**config.mk**
```make
export PLATFORM = sky130hd
export DESIGN_NAME = prio_enc_pending
export DESIGN_NICKNAME = d
export VERILOG_FILES = /design/src/rtl/prio_enc_pending.sv
export SDC_FILE = /design/constraint.sdc
export NUM_CORES = 1
export LEC_CHECK = 0
export BUFFER_PORTS_ARGS = -buffer_cell sky130_fd_sc_hd__buf_2
export CORE_AREA = 2 2 39 41
export DETAILED_ROUTE_END_ITERATION = 12
export DIE_AREA = 0 0 41 43
export HOLD_SLACK_MARGIN = 0.02
export PLACE_DENSITY = 0.84
export SLEW_MARGIN = 20
export SYNTH_ARGS = -nofsm -noshare
export SYNTH_HDL_FRONTEND = slang
export SYNTH_SLANG_ARGS = --single-unit
```
**constraint.sdc**
```tcl
create_clock -name clk -period 3.1 [get_ports clk]
set_input_delay 0.31 -clock clk [delete_from_list [all_inputs] [get_ports clk]]
set_output_delay 0.31 -clock clk [all_outputs]
set_load 0.02 [all_outputs]
```
**src/rtl/prio_enc_pending.sv**
```systemverilog
// -----------------------------------------------------------------------------
// prio_enc_pending
//
// N-input priority encoder with a pending-request register and a registered
// valid/ready output stage. Requests are latched into a pending vector. The
// highest-index eligible pending bit is presented as out_idx. That bit is
// cleared when the consumer accepts it.
//
// Parameters
//   N     number of request inputs (N >= 1)
//   EDGE  0: level capture, 1: rising-edge capture of req
//   W     index width, derived from N (not overridable)
//
// Optional feature
//   IRQ_MASK_EN  when defined, adds the mask input. Masked bits still latch
//                into pend but are never granted.
//
// Ports
//   clk        in   system clock, all state on rising edge
//   rst        in   synchronous reset, active-high
//   req        in   [N-1:0] request vector, bit i = source i
//   out_ready  in   consumer accepts out_idx this cycle
//   mask       in   [N-1:0] (IRQ_MASK_EN only) 1 = bit excluded from encoding
//   out_valid  out  out_idx holds a pending request
//   out_idx    out  [W-1:0] granted source index (higher index wins)
//   pend       out  [N-1:0] registered pending vector
//   error      out  registered "nothing pending" flag (= ~|pend)
//
// Handshake: a transfer happens on a rising edge where out_valid and out_ready
// are both 1. While out_valid=1 and out_ready=0, out_idx is held stable, even if
// a higher-priority request arrives; preemption only takes effect at the next
// load of the output stage. out_ready has no effect while out_valid=0.
// -----------------------------------------------------------------------------
module prio_enc_pending #(
  parameter int  N    = 8,
  parameter int  EDGE = 0,
  localparam int W    = (N > 1) ? $clog2(N) : 1
) (
  input  logic         clk,
  input  logic         rst,
  input  logic [N-1:0] req,
  input  logic         out_ready,
`ifdef IRQ_MASK_EN
  input  logic [N-1:0] mask,
`endif
  output logic         out_valid,
  output logic [W-1:0] out_idx,
  output logic [N-1:0] pend,
  output logic         error
);

  logic [N-1:0] req_q;
  logic [N-1:0] set_vec;
  logic [N-1:0] clr_vec;
  logic [N-1:0] pend_next;
  logic [N-1:0] mask_eff;
  logic [N-1:0] eligible;
  logic         accept;
  logic         load;
  logic         any_eligible;
  logic [W-1:0] top_idx;

`ifdef IRQ_MASK_EN
  assign mask_eff = mask;
`else
  assign mask_eff = '0;
`endif

  // Edge mode only sets a bit on a 0->1 transition of req, so a held request
  // produces exactly one grant.
  always_comb begin
    set_vec = req;
    if (EDGE != 0) begin
      set_vec = req & ~req_q;
    end
  end

  assign accept = out_valid & out_ready;

  // One-hot clear of the index being accepted this cycle.
  always_comb begin
    clr_vec = '0;
    for (int i = 0; i < N; i++) begin
      clr_vec[i] = accept && (out_idx == W'(i));
    end
  end

  // Set wins over clear: a bit accepted and re-requested in the same cycle
  // remains pending.
  assign pend_next = (pend & ~clr_vec) | set_vec;
  assign eligible  = pend_next & ~mask_eff;

  // Highest set bit of eligible; later iterations override earlier ones.
  always_comb begin
    any_eligible = 1'b0;
    top_idx      = '0;
    for (int i = 0; i < N; i++) begin
      if (eligible[i]) begin
        any_eligible = 1'b1;
        top_idx      = W'(i);
      end
    end
  end

  // The output stage only reloads when empty or being drained; otherwise it
  // holds, which gives the stability guarantee under back-pressure.
  assign load = !out_valid || accept;

  always_ff @(posedge clk) begin
    if (rst) begin
      req_q     <= '0;
      pend      <= '0;
      out_valid <= 1'b0;
      out_idx   <= '0;
      error     <= 1'b1;
    end else begin
      req_q <= req;
      pend  <= pend_next;
      error <= ~|pend_next;
      if (load) begin
        out_valid <= any_eligible;
        out_idx   <= top_idx;
      end
    end
  end

endmodule

```
[Word-level counts from Yosys, hierarchy flattened]
Index checks and enable logic that the tools add are counted.
Operators by class
  equality and inequality tests: 7
  muxes and demuxes: 15
  bitwise logic cells: 4
  reduce and logical (&&, ||, !) cells: 13
Operators with widths (number)
  $mux 3: 6
  $eq 3x3->1 const B: 4
  $mux 1: 9
  $and 8x8->8: 1
  $logic_and 1x1->1: 8
  $not 8->8: 1
  $or 8x8->8: 1
  $reduce_or 8->1: 1
  $eq 3x2->1 const B: 2
  $eq 3x1->1 const B: 1
  $logic_not 3->1: 1
  $logic_not 1->1: 2
  $and 1x1->1: 1
  $logic_or 1x1->1: 1
Storage, ports and cells
  register bits after elaboration: 13
  output and inout port bits: 13
  word-level logic and storage cells: 43

[Logic depth before layout (Yosys ltp)]
Gate-level depths: netlist (run 1).
  word-level depth: 13
  gate-level depth with buffers: 5
  gate-level depth less buffers: 5

[Least setup slack after synthesis (run 1)]
OpenSTA, ideal clock, no wires.
  kind: flip-flop to flip-flop
  start: reg out_idx[1]
  end: reg out_valid
  library setup time: 0.132 ns
  data arrival time: 1.444 ns
  required time: 2.968 ns
  path slack: 1.524 ns
  stages on the path, launching flop included: 6
  cell sequence: dfxtp_1 or3b_1 o22ai_2 nand4_2 nor3_2 a21oi_1
On the way
  longest elaborated chain between the ends: 13
  elaborated cells on any way between the ends: 27
  those cells by class: eq/ne: 7; mux: 8; bitwise: 3; reduce/logical: 9
RTL lines
  start, declared: RTL line 47  | output logic [W-1:0] out_idx,
  start signal, assigned: RTL line 122  | out_idx <= top_idx;
  $logic_not 3->1: RTL line 84  | clr_vec[i] = accept && (out_idx == W'(i));
  $logic_and 1x1->1: RTL line 84
  $not 8->8 (*): RTL line 90  | assign pend_next = (pend & ~clr_vec) | set_vec;
  $and 8x8->8 (*): RTL line 90
  $or 8x8->8 (*): RTL line 90
  $mux 1 (7 in a row): RTL line 98  | if (eligible[i]) begin
  $mux 1 (*): RTL line 98
  end signal, assigned: RTL line 121  | out_valid <= any_eligible;
  end, declared: RTL line 46  | output logic out_valid,
Mark *: on every way between the ends. The rest lies on a longest branch, timed or not.
A chain may end at the register's enable or synchronous reset.

[Worst setup path after layout (run 1)]
Ends and elaborated chain as after synthesis.

==> run metrics, run 1 <==
TritonCTS Buffers=3; Filler Cell Count=between 100 and 150; flip-flop and latch count after synthesis=13; DRC violation count after routing=0; cell with the largest stage delay on the worst path=sky130_fd_sc_hd__dfxtp_1; area added between synthesis and finish=26.07%; post-route antenna net violation count=0; most frequently used cell type in the post-synthesis netlist=sky130_fd_sc_hd__dfxtp_1; cell chosen for the clock root=sky130_fd_sc_hd__clkbuf_4; number of maximum-capacitance constraint violations=0; TritonCTS clock tree=built; static leakage=0.3197 nW; required time of the critical path=~3.3 ns; cell taking the most area after synthesis=sky130_fd_sc_hd__dfxtp_1; yosys warns=0; Worst Reg-to-Reg Cells=5; insertion delay to the later sink of the worst-skew pair=roughly 0.27 ns; 1st-iter DRT viols=7; I/O pin count=24; pre-CTS setup slack=1.513 ns; netlist area before placement=585.6 um^2; most used flip-flop cell after synthesis=sky130_fd_sc_hd__dfxtp_1; Max-Slew Margin vs Limit=0.6998; Clock Sinks=13; arrival time worst endpoint=1.76 ns; delay of the slowest cell on the worst path=0.47 ns; # rows=14; 1st-pass router iterations=4; port bufs=23; Post CTS Setup Buffer Count=0; share of layout cells above drive strength 1=0.3793; vias in the first global route=434; Die X=41 um; Distinct cells, synth=26; Worst Hold Path Cells=3; Syn Nets=73; endpoint class of the critical path=flip-flop; total number of H-tree levels=1; Post-synth EDFFs=0; run status=finished clean; routed via count=525; antenna cells=0; initial core utilization=0.4231; global-route wire length before repair=1738 um; maximum buffer depth of the clock tree=2; post-CTS clock slew at the launch and capture registers of the worst setup and hold paths=0.07 ns; y dimension of the die=43 um; wire length after detailed routing=1213 um; summed negative setup slack over all endpoints=0 ns; slew at the pin with the worst max-slew slack=0.4503 ns; async set-reset flop share out of synthesis=0; Setup crit start kind=flip-flop; achievable clock frequency=623.2 MHz; syn_area_per_cell=9.445 um^2; final RePlAce weighted congestion=0.7539; share of the synthesized area in the top cell type=0.4444; count of hold buffers inserted by post-cts repair=0; Worst Setup Path Type=reg2reg; area of the die=0.001763 mm^2; classification of the worst-slack hold path=in2reg; source of the worst register-to-register timing path=out_idx[1]; cell family contributing the most delay on the critical path=simple AND/OR/NAND/NOR gates; crit-path max FO=10; area of the core region=0.001384 mm^2; average wire per cell in the routed design=around 12 um; maximum number of pins on one net before global-route repair=14; final setup fails=0; number of hold violations in the final report=0; maximum clock skew at final layout=around 0.0014 ns; initial antenna violation count=0; portion of the post-synthesis area used by sequential elements=0.4444; peak ir drop on the vdd network=around 0.00023 V; ranking of synthesized cells by instance count=sky130_fd_sc_hd__dfxtp_1 (13), sky130_fd_sc_hd__nor2_1 (11), sky130_fd_sc_hd__o22ai_1 (4), sky130_fd_sc_hd__or3b_1 (4); Total GRT Usage=0.1492; Post-Synthesis Cells=62; Vias per Instance=roughly 5.1; Final Slew Violations=0; post-cts gate resize count=0; critical register-to-register path endpoint=out_valid; leading post-synthesis cells by cell area=sky130_fd_sc_hd__dfxtp_1 (44%), sky130_fd_sc_hd__nor2_1 (7.1%), sky130_fd_sc_hd__or3b_1 (6.0%); Min Clock Period, post-route=1.605 ns; chain of cells forming the critical path=or3b_1, o22ai_2, nand4_2, nor3_2, a21oi_1; RSZ-0062 raised after global routing=false; slack of the worst reg-to-reg path=1.50 ns; hold path endpoint=pend[0]; overflow left after global routing=0; buffer and inverter count on the worst path=0; final worst slack=1.495 ns; Final Cycle Share=0.5176; startpoint of the most critical hold path=req[0]; power density relative to cell area=around 500 mW/mm^2; number of nets in the layout=99; Critical Path Stages=5
-- report_power, final --
| group | switching, mW | total (mW) | internal (mW) |
|---|---|---|---|
| Combinational | 0.0456 | 0.0768 | 0.0312 |
| Sequential | 0.0111 | 0.191 | 0.180 |
| Clock | 0.0528 | 0.103 | 0.0499 |
-- how the worst max path moves through the flow --
| stage | from | end | slack (ns) |
|---|---|---|---|
| after floorplan | out_idx[1] | out_valid | 1.52 |
| after global placement | out_idx[1] | out_valid | 1.56 |
| after detailed placement | out_idx[1] | out_valid | 1.51 |
| after CTS | out_idx[1] | out_valid | 1.50 |
| after global routing | out_idx[1] | out_valid | 1.39 |
| final | out_idx[1] | out_valid | 1.50 |
-- registers in the layout, indices dropped and copies added (netlist names) --
signal and flops:
out_idx 3, error 1, pend 8, out_valid 1
-- kinds of logic (layout without fill, tap and decap cells) --
kind of cell,after synthesis,in the layout,synth area share
compound gates,14,14,0.1923
mux,1,1,0.01709
buf+inv,3,28,0.02135
simple gates,31,31,0.3248
flops,13,13,0.4444
-- cell usage in the layout, fill, tap and decap left out --
cell type / n
sky130_fd_sc_hd__or2_1: 1
sky130_fd_sc_hd__inv_1: 1
sky130_fd_sc_hd__or3_1: 1
sky130_fd_sc_hd__o22a_1: 1
sky130_fd_sc_hd__nor3_1: 1
sky130_fd_sc_hd__nor3_2: 1
sky130_fd_sc_hd__nand2_1: 2
sky130_fd_sc_hd__o21ai_1: 1
sky130_fd_sc_hd__nand3_2: 1
sky130_fd_sc_hd__clkbuf_1: 1
sky130_fd_sc_hd__nand2b_1: 1
sky130_fd_sc_hd__o31ai_1: 1
sky130_fd_sc_hd__nor4_2: 1
sky130_fd_sc_hd__a21oi_1: 3
sky130_fd_sc_hd__o22ai_4: 1
sky130_fd_sc_hd__mux2i_1: 1
sky130_fd_sc_hd__o22ai_1: 4
sky130_fd_sc_hd__nand4_2: 1
sky130_fd_sc_hd__a31oi_1: 1
sky130_fd_sc_hd__clkbuf_4: 3
sky130_fd_sc_hd__buf_2: 23
sky130_fd_sc_hd__nor2_1: 11
sky130_fd_sc_hd__or3b_1: 4
sky130_fd_sc_hd__o22ai_2: 2
sky130_fd_sc_hd__nand3b_1: 3
sky130_fd_sc_hd__nand3_1: 3
sky130_fd_sc_hd__dfxtp_1: 13
-- worst register-to-register path, stage by stage (launching register included) --
cell and delay [ns]:
sky130_fd_sc_hd__dfxtp_1 0.47, sky130_fd_sc_hd__or3b_1 0.39, sky130_fd_sc_hd__o22ai_2 0.19, sky130_fd_sc_hd__nand4_2 0.15, sky130_fd_sc_hd__nor3_2 0.20, sky130_fd_sc_hd__a21oi_1 0.09
-- metal layers --
| metal | share of wire | GRT usage | wire length (um) |
|---|---|---|---|
| met1 | 0.44 | 0.1596 | 539 |
| met2 | 0.46 | 0.2344 | 563 |
| met3 | 0.068 | 0.04712 | 82 |
| met4 | 0.022 | 0.1000 | 27 |
| met5 | 0 | 0 | 0 |
-- metrics by stage --
stage,instance area (um^2),std cells,util,hold slack [ns],total power [mW]
after floorplan,585.6,62,-,0.3810,0.2449
after global placement,711.9,99,0.5145,0.5217,0.2706
after detailed placement,711.9,99,0.5145,0.5165,0.2715
after CTS,738.2,103,0.5335,0.2845,0.3736
after global routing,738.2,103,0.5335,0.3228,0.3906
final,738.2,103,0.5335,0.2834,0.3702
-- area by class of cell --
type                            count  area, um^2  share of cell area
Inverter                            1       3.754            0.005085
Sequential cell                    13       260.3              0.3525
Clock buffer                        4       26.28             0.03559
Timing Repair Buffer               23       115.1              0.1559
Tap cell                           16       20.02             0.02712
Multi-Input combinational cell     46       312.8              0.4237
No activity file was read; power rests on OpenSTA's default activity.
==> run 2, diff against run 1 <==
--- a/config.mk
+++ b/config.mk
@@ -6,11 +6,11 @@
 export NUM_CORES = 1
 export LEC_CHECK = 0
 export BUFFER_PORTS_ARGS = -buffer_cell sky130_fd_sc_hd__buf_2
-export CORE_AREA = 2 2 39 41
+export CORE_MARGIN = 2
+export CORE_UTILIZATION = 40
 export DETAILED_ROUTE_END_ITERATION = 12
-export DIE_AREA = 0 0 41 43
 export HOLD_SLACK_MARGIN = 0.02
-export PLACE_DENSITY = 0.84
+export PLACE_DENSITY = 0.81
 export SLEW_MARGIN = 20
 export SYNTH_ARGS = -nofsm -noshare
 export SYNTH_HDL_FRONTEND = slang
==> constraint.sdc (replaced) <==
create_clock -name clk -period 1.3 [get_ports clk]
set_input_delay 0.13 -clock clk [delete_from_list [all_inputs] [get_ports clk]]
set_output_delay 0.13 -clock clk [all_outputs]
set_load 0.02 [all_outputs]
==> run metrics, run 2 (synthesis results as in run 1) <==
classification of the worst-slack hold path=in2reg; initial core utilization=0.4390 (+0.01588); routed via count=666 (+27%); maximum number of pins on one net before global-route repair=14 (unchanged); max reg flops=8 (unchanged); achievable clock frequency=655.0 MHz (+5.1%); Vias per Instance=5.597 (+9.8%); area of the core region=0.001334 mm^2 (-3.6%); endpoint class of the critical path=flip-flop; violated checks=negative setup slack; wire length after detailed routing=1763 um (+45%); Final Slew Violations=0 (unchanged); total number of H-tree levels=1 (unchanged); average wire per cell in the routed design=14.82 um (+26%); required time of the critical path=1.50 ns (-1.76 ns); maximum buffer depth of the clock tree=2 (unchanged); dpl cells=108 (+9.1%); most frequent cells in the layout=sky130_fd_sc_hd__buf_2 (23), sky130_fd_sc_hd__buf_4 (16), sky130_fd_sc_hd__nor2_1 (11); peak ir drop on the vdd network=0.0005595 V (+150%); proportion of power drawn by flip-flops and latches=0.457 (-0.058); switching power=0.3158 mW (+190%); 1st-iter DRT viols=23 (+16); final setup fails=6 (+6); area of the die=0.001786 mm^2 (+1.3%); Setup crit start kind=flip-flop; total power=1.006 mW (+170%); cell chosen for the clock root=sky130_fd_sc_hd__clkbuf_4; run status=finished, violations left; 1st-pass router iterations=4 (unchanged); leading registers by flop count=pend (8), out_idx (3); crit-path max FO=7 (-3); # rows=13 (-1); area added between synthesis and finish=60.68%; Final Instance Area=940.9 um^2 (+27%); summed negative setup slack over all endpoints=-0.9078 ns (-0.9078 ns); slew at the pin with the worst max-slew slack=0.2851 ns (-0.1653 ns); Logic pwr share=0.285 (+0.078); Clock Sinks=13 (unchanged); register containing the most flip-flops in the final layout=pend; insertion delay to the later sink of the worst-skew pair=0.28 ns (about the same); final RePlAce weighted congestion=0.8046 (+6.7%); DRC violation count after routing=0 (unchanged); TritonCTS clock tree=built; Min Clock Period, post-route=1.527 ns (-0.07795 ns); initial antenna violation count=0 (unchanged); overflow left after global routing=0 (unchanged); port bufs=23 (unchanged); global-route wire length before repair=2863 um (+65%); antenna cells=0 (unchanged); total half-perimeter wirelength after legalization and detailed placement=1155 um; Total GRT Usage=0.2145 (+0.06535); post-CTS clock slew at the launch and capture registers of the worst setup and hold paths=0.08 ns (about the same); Final Cycle Share=1.174 (+0.6567); RSZ-0062 raised after global routing=true; maximum clock skew at final layout=0.0008147 ns (-0.0006245 ns); number of maximum-capacitance constraint violations=0 (unchanged); vias in the first global route=653 (+50%); power density relative to cell area=1069 mW/mm^2 (+110%); static leakage=0.4213 nW (+32%); post-route antenna net violation count=0 (unchanged); number of hold violations in the final report=0 (unchanged); number of nets in the layout=116 (+17%); count of hold buffers inserted by post-cts repair=0 (unchanged); commonest non-fill, non-tap cell in the layout=sky130_fd_sc_hd__buf_2; Max-Slew Margin vs Limit=0.8099 (+0.1102); number of standard cells in the layout, taps in and fillers out=119 (+16%); Die X=42.26 um (+3.1%); final worst slack=-0.2267 ns (-1.722 ns); Worst Setup Path Type=reg2reg; TritonCTS Buffers=3 (unchanged); post-place instance area=812.0 um^2 (+14%); share of layout cells above drive strength 1=0.5962 (+0.2168); internal power contribution=0.6899 mW (+160%); I/O pin count=24 (unchanged); switching share of power=0.3140 (+0.01819); part of the total power dissipated in the clock network=0.259 (-0.019); arrival time worst endpoint=1.72 ns (-0.04 ns); y dimension of the die=42.26 um (-1.7%)
==> run 2: power by group through the flow <==
| stage | clock network (mW) | logic [mW] | registers, mW |
|---|---|---|---|
| 6_report | 0.260 | 0.286 | 0.459 |
| 5_1_grt | 0.275 | 0.307 | 0.463 |
| 4_1_cts | 0.261 | 0.265 | 0.458 |
| 3_5_place_dp | 0 | 0.230 | 0.465 |
| 3_3_place_gp | 0 | 0.226 | 0.462 |
| 2_1_floorplan | 0 | 0.0890 | 0.502 |
==> run 2: through the flow <==
| stage | utilization | setup WS [ns] | hold slack, ns |
|---|---|---|---|
| 3_3_place_gp | 0.6088 | -0.1474 | 0.3824 |
| 3_5_place_dp | 0.6088 | -0.1954 | 0.3912 |
| 6_report | 0.7054 | -0.2267 | 0.09433 |
| 5_1_grt | 0.7054 | -0.3020 | 0.1161 |
| 4_1_cts | 0.6801 | -0.1692 | 0.09613 |
| 2_1_floorplan | - | -0.09110 | 0.1916 |
==> run 2: critical path, cell delays in order (launching register included) <==
cell                      delay, ns
sky130_fd_sc_hd__dfxtp_4       0.39
sky130_fd_sc_hd__or3b_4        0.40
sky130_fd_sc_hd__o22ai_4       0.19
sky130_fd_sc_hd__buf_4         0.16
sky130_fd_sc_hd__buf_6         0.08
sky130_fd_sc_hd__a31oi_1       0.08
sky130_fd_sc_hd__nor3_1        0.16
==> run 2: cell type report <==
class | instances | area (um^2)
well taps | 15 | 18.77
inverters | 1 | 3.754
multi-input cells | 46 | 376.6
clock buffers | 4 | 26.28
repair buffers | 40 | 246.5
fillers | 111 | 392.9
flip-flops and latches | 13 | 269.0
==> run 2: path summary, 6_finish.rpt <==
kind | startpoint | end | slack, ns | cells past startpoint
max | out_idx[0] | out_idx[1] | -0.23 | 6
min | req[0] | pend[0] | 0.09 | 3
min reg2reg | pend[0] | pend[0] | 0.49 | 2
max reg2reg | out_idx[0] | out_idx[1] | -0.23 | 6
==> run 2: what timing repair did <==
item                                    4_1_cts  5_1_grt
pin swaps                                     5        2
buffers inserted                              4        3
endpoints found under the setup margin        5        6
gates resized for setup                       8        2
==> run 2: routing by layer <==
metal,share of wire,track usage,vias up
met3,0.062,0.05172,3
met1,0.41,0.2415,322
met2,0.52,0.3785,29
met4,0.011,0.09375,0
met5,0,0,-
li1,-,-,312
==> run 3, diff against run 2 <==
--- a/config.mk
+++ b/config.mk
@@ -6,7 +6,6 @@
 export NUM_CORES = 1
 export LEC_CHECK = 0
 export BUFFER_PORTS_ARGS = -buffer_cell sky130_fd_sc_hd__buf_2
-export CORE_MARGIN = 2
 export CORE_UTILIZATION = 40
 export DETAILED_ROUTE_END_ITERATION = 12
 export HOLD_SLACK_MARGIN = 0.02
@@ -15,3 +14,4 @@
 export SYNTH_ARGS = -nofsm -noshare
 export SYNTH_HDL_FRONTEND = slang
 export SYNTH_SLANG_ARGS = --single-unit
+export TNS_END_PERCENT = 100
==> run metrics, run 3 (synthesis results as in run 1) <==
Vias per Instance=5.395 (-3.6%); post-route antenna net violation count=0 (unchanged); initial core utilization=0.4390 (unchanged); area of the core region=0.001334 mm^2 (unchanged); 1st-iter DRT viols=16 (-30%); Max-Slew Margin vs Limit=0.8008 (-0.009131); final worst slack=-0.1542 ns (+0.07242 ns); part of the total power dissipated in the clock network=0.253 (-0.006); TritonCTS clock tree=built; Min Clock Period, post-route=1.454 ns (-0.07242 ns); endpoint class of the critical path=flip-flop; crit-path max FO=8 (+1); vias in the first global route=588 (-10%); static leakage=0.4249 nW (+0.86%); global-route wire length before repair=2435 um (-15%); power density relative to cell area=1048 mW/mm^2 (-1.9%); total power=0.9968 mW (-0.87%); DRC violation count after routing=0 (unchanged); maximum clock skew at final layout=0.002312 ns (+0.001497 ns); commonest non-fill, non-tap cell in the layout=sky130_fd_sc_hd__buf_2; wire length after detailed routing=1704 um (-3.3%); Final Cycle Share=1.119 (-0.05571); number of hold violations in the final report=0 (unchanged); post-CTS clock slew at the launch and capture registers of the worst setup and hold paths=0.08 ns (about the same); area added between synthesis and finish=62.39%; port bufs=23 (unchanged); average wire per cell in the routed design=14.32 um (-3.3%); # rows=13 (unchanged); maximum buffer depth of the clock tree=2 (unchanged); achievable clock frequency=687.6 MHz (+5.0%); register containing the most flip-flops in the final layout=pend; insertion delay to the later sink of the worst-skew pair=0.28 ns (about the same); dpl cells=109 (+0.93%); arrival time worst endpoint=1.62 ns (-0.10 ns); y dimension of the die=40.26 um (-4.7%); total number of H-tree levels=1 (unchanged); most frequent cells in the layout=sky130_fd_sc_hd__buf_2 (23), sky130_fd_sc_hd__buf_4 (12), sky130_fd_sc_hd__nor2_1 (11); antenna cells=0 (unchanged); number of maximum-capacitance constraint violations=0 (unchanged); total half-perimeter wirelength after legalization and detailed placement=1111 um (-3.8%); switching power=0.3053 mW (-3.3%); delay of the slowest cell on the worst path=0.39 ns (about the same); Clock Sinks=13 (unchanged); final RePlAce weighted congestion=0.8218 (+2.1%); max reg flops=8 (unchanged); utilization after layout=0.7129 (+0.007505); Setup crit start kind=flip-flop; required time of the critical path=1.46 ns (-0.04 ns); share of layout cells above drive strength 1=0.6250 (+0.02885); switching share of power=0.3062 (-0.007752); classification of the worst-slack hold path=in2reg; I/O pin count=24 (unchanged); post-place instance area=819.5 um^2 (+0.92%); RSZ-0062 raised after global routing=true; Worst Setup Path Type=reg2reg; TritonCTS Buffers=3 (unchanged); number of standard cells in the layout, taps in and fillers out=119 (unchanged); maximum number of pins on one net before global-route repair=14 (unchanged); cell chosen for the clock root=sky130_fd_sc_hd__clkbuf_4; sequential cell area=270.3 um^2 (+0.47%); run status=finished, violations left; Final Instance Area=950.9 um^2 (+1.1%); Total GRT Usage=0.2359 (+0.02136); Logic pwr share=0.286 (about the same); Final Slew Violations=0 (unchanged); cell with the largest stage delay on the worst path=sky130_fd_sc_hd__dfxtp_4; 1st-pass router iterations=4 (unchanged); leading registers by flop count=pend (8), out_idx (3); overflow left after global routing=0 (unchanged); Die X=40.26 um (-4.7%); peak ir drop on the vdd network=0.0005353 V (-4.3%); violated checks=negative setup slack; number of nets in the layout=116 (unchanged); initial antenna violation count=0 (unchanged); slew at the pin with the worst max-slew slack=0.2988 ns (+0.01370 ns); proportion of power drawn by flip-flops and latches=0.460 (+0.003); multi-input gate area in the final layout=370.4 um^2 (-1.7%); internal power contribution=0.6916 mW (+0.25%); chain of cells forming the critical path=or3b_1, o22ai_2, buf_4, o21ai_2, a21oi_2, nor4_2; final setup fails=7 (+1); routed via count=642 (-3.6%); Filler Cell Count=104 (-6.3%); area of the die=0.001621 mm^2 (-9.2%)
-- run 3: repair_timing --
item                                    CTS  global route
endpoints found under the hold margin     0             0
pin swaps                                 9             2
hold buffers                              0             0
setup buffers                             6             1
gates resized for setup                   9             6
endpoints found under the setup margin    5             8
-- run 3: critical path, delay by kind of cell (launching register included) --
| family | cells | cell delay (ns) |
|---|---|---|
| compound gates | 3 | 0.38 |
| buf+inv | 1 | 0.16 |
| flops | 1 | 0.39 |
| simple gates | 2 | 0.41 |
-- run 3: area by class of cell --
class / instances / share of cell area
tap: 15 / 0.01974
clock buffer: 4 / 0.02763
multi-input combinational: 46 / 0.3895
sequential: 13 / 0.2842
inverter: 1 / 0.003947
timing repair buffer: 40 / 0.2750
-- run 3: layer usage --
| layer | wire [um] | GRT usage | vias up |
|---|---|---|---|
| met5 | 0 | 0 | - |
| met4 | 40 | 0.1250 | 0 |
| met3 | 122 | 0.06111 | 6 |
| met2 | 851 | 0.4032 | 31 |
| met1 | 689 | 0.2660 | 291 |
| li1 | - | - | 314 |
-- run 3: path summary, 6_finish.rpt --
check | from | endpoint | slack [ns] | depth (start not counted)
worst max-delay path | out_idx[0] | out_idx[0] | -0.15 | 6
worst max register to register | out_idx[0] | out_idx[0] | -0.15 | 6
worst min-delay path | req[0] | pend[0] | 0.1 | 3
worst min register to register | pend[0] | pend[0] | 0.49 | 2
-- run 3: power groups by stage --
stage          logic (mW)  clock network, mW  registers [mW]
2_1_floorplan      0.0890                  0           0.502
3_3_place_gp        0.228                  0           0.463
3_5_place_dp        0.232                  0           0.464
4_1_cts             0.272              0.259           0.457
5_1_grt             0.305              0.278           0.464
6_report            0.286              0.252           0.459
-- run 3: per-stage QoR --
step / TNS, ns / setup slack, ns / hold slack [ns]
4_1_cts: -0.7457 / -0.1562 / 0.09508
5_1_grt: -1.205 / -0.2283 / 0.1082
2_1_floorplan: -0.3297 / -0.09110 / 0.1916
3_5_place_dp: -0.6992 / -0.1761 / 0.3859
6_report: -0.7823 / -0.1542 / 0.09976
3_3_place_gp: -0.5476 / -0.1390 / 0.3837
